`src/rtl/alarm_controller.sv`:
```
// Multi-channel alarm sequencer: per-channel ring/snooze/timeout FSM driving buzzer and status.
// Optional feature macro: ALARM_SNOOZE_EN (snooze state, snooze-use limiting).
module alarm_controller #(
  parameter int NUM_ALARMS    = 4,
  parameter int SNOOZE_TICKS  = 300,
  parameter int TIMEOUT_TICKS = 60,
  parameter int MAX_SNOOZE    = 3
) (
  input  logic                  clk,
  input  logic                  reset,
  input  logic                  tick,
  input  logic [NUM_ALARMS-1:0] match,
  input  logic [NUM_ALARMS-1:0] alarm_en,
  input  logic                  dismiss,
  input  logic                  snooze,
  output logic [NUM_ALARMS-1:0] ringing,
  output logic [NUM_ALARMS-1:0] snoozed,
  output logic [NUM_ALARMS-1:0] missed,
  output logic                  buzzer
);

  localparam int MAX_TICKS = (SNOOZE_TICKS > TIMEOUT_TICKS) ? SNOOZE_TICKS : TIMEOUT_TICKS;
  localparam int CW = $clog2(MAX_TICKS + 1);
  localparam logic [CW-1:0] TIMEOUT_LAST = CW'(TIMEOUT_TICKS - 1);
  localparam logic [CW-1:0] CNT_ONE      = CW'(1);

`ifdef ALARM_SNOOZE_EN
  typedef enum logic [1:0] {IDLE, RINGING, SNOOZED} state_t;
  localparam int UW = $clog2(MAX_SNOOZE + 1);
  localparam logic [UW-1:0] USE_LIMIT   = UW'(MAX_SNOOZE);
  localparam logic [UW-1:0] USE_ONE     = UW'(1);
  localparam logic [CW-1:0] SNOOZE_LOAD = CW'(SNOOZE_TICKS);
  logic [UW-1:0] useQ [NUM_ALARMS];
  logic [UW-1:0] useD [NUM_ALARMS];
`else
  typedef enum logic {IDLE, RINGING} state_t;
  logic unusedSnooze;
  assign unusedSnooze = snooze ^ (MAX_SNOOZE == 0);
`endif

  state_t                stateQ [NUM_ALARMS];
  state_t                stateD [NUM_ALARMS];
  logic [CW-1:0]         cntQ   [NUM_ALARMS];
  logic [CW-1:0]         cntD   [NUM_ALARMS];
  logic [NUM_ALARMS-1:0] matchQ;
  logic [NUM_ALARMS-1:0] missedQ;
  logic [NUM_ALARMS-1:0] missedD;

  // matchQ resets high so a match already present at reset release is not an edge
  always_ff @(posedge clk or posedge reset) begin
    if (reset) begin
      matchQ  <= '1;
      missedQ <= '0;
      for (int unsigned i = 0; i < NUM_ALARMS; i++) begin
        stateQ[i] <= IDLE;
        cntQ[i]   <= '0;
`ifdef ALARM_SNOOZE_EN
        useQ[i]   <= '0;
`endif
      end
    end else begin
      matchQ  <= match;
      missedQ <= missedD;
      for (int unsigned i = 0; i < NUM_ALARMS; i++) begin
        stateQ[i] <= stateD[i];
        cntQ[i]   <= cntD[i];
`ifdef ALARM_SNOOZE_EN
        useQ[i]   <= useD[i];
`endif
      end
    end
  end

  always_comb begin
    missedD = missedQ;
    for (int unsigned i = 0; i < NUM_ALARMS; i++) begin
      stateD[i] = stateQ[i];
      cntD[i]   = cntQ[i];
`ifdef ALARM_SNOOZE_EN
      useD[i]   = useQ[i];
`endif
      if (!alarm_en[i]) begin
        stateD[i]  = IDLE;
        missedD[i] = 1'b0;
      end else if (dismiss) begin
        stateD[i]  = IDLE;
        missedD[i] = 1'b0;
`ifdef ALARM_SNOOZE_EN
        useD[i]    = '0;
`endif
      end else begin
        case (stateQ[i])
          RINGING: begin
`ifdef ALARM_SNOOZE_EN
            if (snooze && (useQ[i] < USE_LIMIT)) begin
              stateD[i] = SNOOZED;
              cntD[i]   = SNOOZE_LOAD;
              useD[i]   = useQ[i] + USE_ONE;
            end else
`endif
            if (tick) begin
              if (cntQ[i] == TIMEOUT_LAST) begin
                stateD[i]  = IDLE;
                missedD[i] = 1'b1;
`ifdef ALARM_SNOOZE_EN
                useD[i]    = '0;
`endif
              end else begin
                cntD[i] = cntQ[i] + CNT_ONE;
              end
            end
          end
`ifdef ALARM_SNOOZE_EN
          SNOOZED: begin
            if (tick) begin
              if (cntQ[i] == CNT_ONE) begin
                stateD[i] = RINGING;
                cntD[i]   = '0;
              end else begin
                cntD[i] = cntQ[i] - CNT_ONE;
              end
            end
          end
`endif
          IDLE: begin
            if (match[i] && !matchQ[i]) begin
              stateD[i] = RINGING;
              cntD[i]   = '0;
`ifdef ALARM_SNOOZE_EN
              useD[i]   = '0;
`endif
            end
          end
          default: stateD[i] = IDLE;
        endcase
      end
    end
  end

  always_comb begin
    ringing = '0;
    snoozed = '0;
    for (int unsigned i = 0; i < NUM_ALARMS; i++) begin
      ringing[i] = (stateQ[i] == RINGING);
`ifdef ALARM_SNOOZE_EN
      snoozed[i] = (stateQ[i] == SNOOZED);
`endif
    end
  end

  assign missed = missedQ;
  assign buzzer = |ringing;

endmodule

```
`config.mk`:
```
export PLATFORM = sky130hd
export DESIGN_NAME = alarm_controller
export DESIGN_NICKNAME = d
export VERILOG_FILES = /design/src/rtl/alarm_controller.sv
export SDC_FILE = /design/constraint.sdc
export NUM_CORES = 1
export LEC_CHECK = 0
export CAP_MARGIN = 20
export CORE_AREA = 2 2 73 89
export CTS_BUF_LIST = sky130_fd_sc_hd__clkbuf_4
export CTS_CLUSTER_SIZE = 28
export DETAILED_ROUTE_END_ITERATION = 6
export DIE_AREA = 0 0 75 91
export PLACE_DENSITY_LB_ADDON = 0.25
export SLEW_MARGIN = 20
export SYNTH_ARGS = -nofsm -noshare
export SYNTH_HDL_FRONTEND = slang
export SYNTH_SLANG_ARGS = --single-unit
```
`constraint.sdc`:
```
create_clock -name clk -period 3.2 [get_ports clk]
set_input_delay 0.64 -clock clk [delete_from_list [all_inputs] [get_ports clk]]
set_output_delay 0.64 -clock clk [all_outputs]
set_load 0.005 [all_outputs]
```
==> out/metrics.cfg <==
[status]
status = completed

[detailed_routing]
drt_iter0_drc = 125
wl_per_cell_um = 14.55
vias = 2226
ant_nets = 0
viasPerCell = 5.827
drt_wl_total_um = 5557
drt-pass1-iter-count = 4
route.detailed.drc = 0

[cts]
cts_buffer_depth = 2
cts_hold_buf = 0
root_buffer = clkbuf_4
cts_buffers = 5
clkSlewWorstSetupHoldPaths_ps = 140
post_cts_buffers = 0
cts_tree = built
clkLatencyLatePin_ps = 370
cts_num_sinks = 48
cts.htree.levels = 2
cts_resized = 0

[synthesis]
synth_ff_type = dfrtp_1
ys_ff_latch = 48
synth_cell_types = 54
async_reset_ff_share_pct = 100.0
synth_warnings = 0
syn_avg_cell_area_um2 = 9.449
seq_area_frac_synth_pct = 45.75
netlist_area_um2 = 2636
syn-instance-count = 279
synth-edff-count = 0

[worst_setup_path]
cp-start-kind = register
worstPathArrival_ps = 2000
rr_worst_depth = 5
r2r_start = cntQ[27]
crit_fanout = 14
cp.required_ps = 2560
path_class = reg -> out
r2r_slack_ps = 1240
cp-end-kind = output pin
r2r_end = cntQ[31]

[grt]
grt_pass1_wl_um = 9660
grt_max_degree = 31
grt_usage_pct = 17.74
grt_pass1_vias = 2052
antenna_found_initial = 0
grt-ovfl-total = 0

[sta]
max_slew_margin_pct = 53.06
drv_slew = 0
tns_ps = 0
timing.final.crit_share_pct = 82.63
finalClockSkew_ps = 11.48
fin_ws_ps = 555.9
finalSetupViolations = 0
rsz0062_at_grt = false
fmax_ghz = 0.3782
min_period_ps = 2644
hold_viol_final = 0
tightest_slew_ps = 699.3

[power_and_ir_drop]
p_per_area_nw_per_um2 = 400.0
power_frac_seq_pct = 58.4
vdd_drop_max_mv = 0.2269
switching_power_mw = 0.3161
p_int_mw = 0.8775
p_clk_share_pct = 31.6
power_frac_comb_pct = 9.9
leakage_nw = 1.172
switching_share_pct = 26.48

[die]
die_y_um = 91
start_util_pct = 44.42
die_w_um = 75
rows = 31
core-area_um2 = 5934
io_pins = 26
dieArea_um2 = 6825

[final_layout]
multi_input_area_um2 = 1328
seqCellArea_um2 = 1206
area_delta_synth_final_pct = 13.19
diodes = 0
nNetsFinal = 316
nFillCells = 586
drive_above_1_share_pct = 9.000

[place]
port_buffers = 20
dp_slack_ps = 689.3
post-dp-hpwl_um = 3832
gp_congestion = 0.8226

[min_path]
min_path_type = reg -> reg
hp-start = cntQ[17]
holdPathEnd = cntQ[17]
holdPathStages = 1

[job]
max_cap_violations = 0

## flip-flops by register name, indices dropped and copies added, names as in the netlist
name     flops
ringing      4
cntQ        36
missed       4
matchQ       4
## placed cells by master, fill, tap and decap left out, drive strengths merged, types with 4 or more instances in the layout
cell / instances
buf: 5
o31ai: 18
inv: 8
nand3: 17
ha: 4
dfrtp: 44
a31oi: 10
conb: 4
or3b: 4
clkbuf: 6
and2: 5
nor3b: 4
clkdlybuf4s50: 20
dfstp: 4
nand3b: 4
a21oi: 11
o41ai: 5
and3: 6
o21ai: 27
nand2b: 14
nand2: 26
a41oi: 6
nor2: 10
## kinds of logic after synthesis
logic type      after synthesis  synth area share (%)
buf+inv                      23                 4.319
other cells                   1                0.1422
simple gates                110                 24.25
flops                        48                 45.75
compound gates               92                 23.26
mux                           1                0.3797
fa+ha+maj                     4                 1.899
## layout make-up
cell class | count | area share (%)
clock buffers | 6 | 1.509
repair buffers | 25 | 7.966
multi-input cells | 211 | 44.49
inverters | 8 | 1.006
well taps | 82 | 3.438
flip-flops and latches | 48 | 40.42
clock inverters | 2 | 1.174
## cell usage after synthesis, types with 2 or more instances
| cell type | instances | area share (%) |
|---|---|---|
| a41oi_1 | 6 | 2.0 |
| buf_2 | 2 | 0.38 |
| nand2_1 | 26 | 3.7 |
| a31oi_1 | 10 | 2.4 |
| nand3b_1 | 4 | 1.1 |
| nor4b_1 | 2 | 0.66 |
| nand2b_1 | 14 | 3.3 |
| nand4_1 | 2 | 0.47 |
| nand3_1 | 17 | 3.2 |
| o21ai_0 | 26 | 4.9 |
| o31ai_1 | 18 | 5.1 |
| a21oi_1 | 10 | 1.9 |
| clkbuf_2 | 2 | 0.38 |
| and2_1 | 5 | 1.2 |
| o41ai_1 | 5 | 1.7 |
| buf_4 | 4 | 1.1 |
| clkbuf_1 | 6 | 0.85 |
| and3_1 | 6 | 1.4 |
| nor2b_1 | 3 | 0.71 |
| ha_1 | 4 | 1.9 |
| nor3b_1 | 3 | 0.85 |
| or3b_2 | 3 | 1.0 |
| or4_1 | 3 | 0.85 |
| o211ai_1 | 3 | 0.85 |
| inv_1 | 8 | 1.1 |
| and4_1 | 2 | 0.66 |
| dfrtp_1 | 44 | 42 |
| dfstp_2 | 4 | 4.0 |
| nor2_1 | 10 | 1.4 |
| a21o_1 | 3 | 0.85 |
## per-layer routing
layer | global-route usage (%) | up-vias | wire, um
met5 | 0 | - | 0
met4 | 5.952 | 0 | 78
met3 | 2.886 | 6 | 160
met2 | 27.92 | 37 | 2706
met1 | 24.52 | 1095 | 2612
li1 | - | 1088 | -
## worst max-delay path by stage
| stage | start | end | slack [ps] | depth (start not counted) |
|---|---|---|---|---|
| 5_1_grt | ringing[0] | buzzer | 460 | 2 |
| 6_report | ringing[2] | buzzer | 560 | 2 |
| 3_5_place_dp | match[1] | cntQ[22] | 690 | 5 |
| 3_3_place_gp | tick | cntQ[8] | 700 | 5 |
| 4_1_cts | ringing[2] | buzzer | 540 | 2 |
| 2_1_floorplan | tick | cntQ[8] | 1390 | 5 |
## metrics by stage
step	power, mW	cells	cell area [um^2]	util (%)	hold WS (ps)
3_5_place_dp	0.8293	374	2904	48.94	481.4
5_1_grt	1.259	382	2984	50.28	538.1
4_1_cts	1.208	382	2984	50.28	508.0
2_1_floorplan	0.7805	282	2648	-	452.7
3_3_place_gp	0.8249	374	2904	48.94	476.2
6_report	1.194	382	2984	50.28	510.2
## worst max-delay path, stage by stage, from the launching register on
cell and delay, ps:
dfrtp_1 570, or4_1 590, clkdlybuf4s50_1 470
## power by group through the flow
| stage | clock network, mW | registers (mW) | logic (mW) |
|---|---|---|---|
| floorplan | 0 | 0.691 | 0.0891 |
| global placement | 0 | 0.707 | 0.118 |
| detailed placement | 0 | 0.709 | 0.120 |
| CTS | 0.390 | 0.697 | 0.121 |
| global route | 0.414 | 0.707 | 0.138 |
| finish | 0.378 | 0.697 | 0.119 |
(Power assumes the default switching activity.)
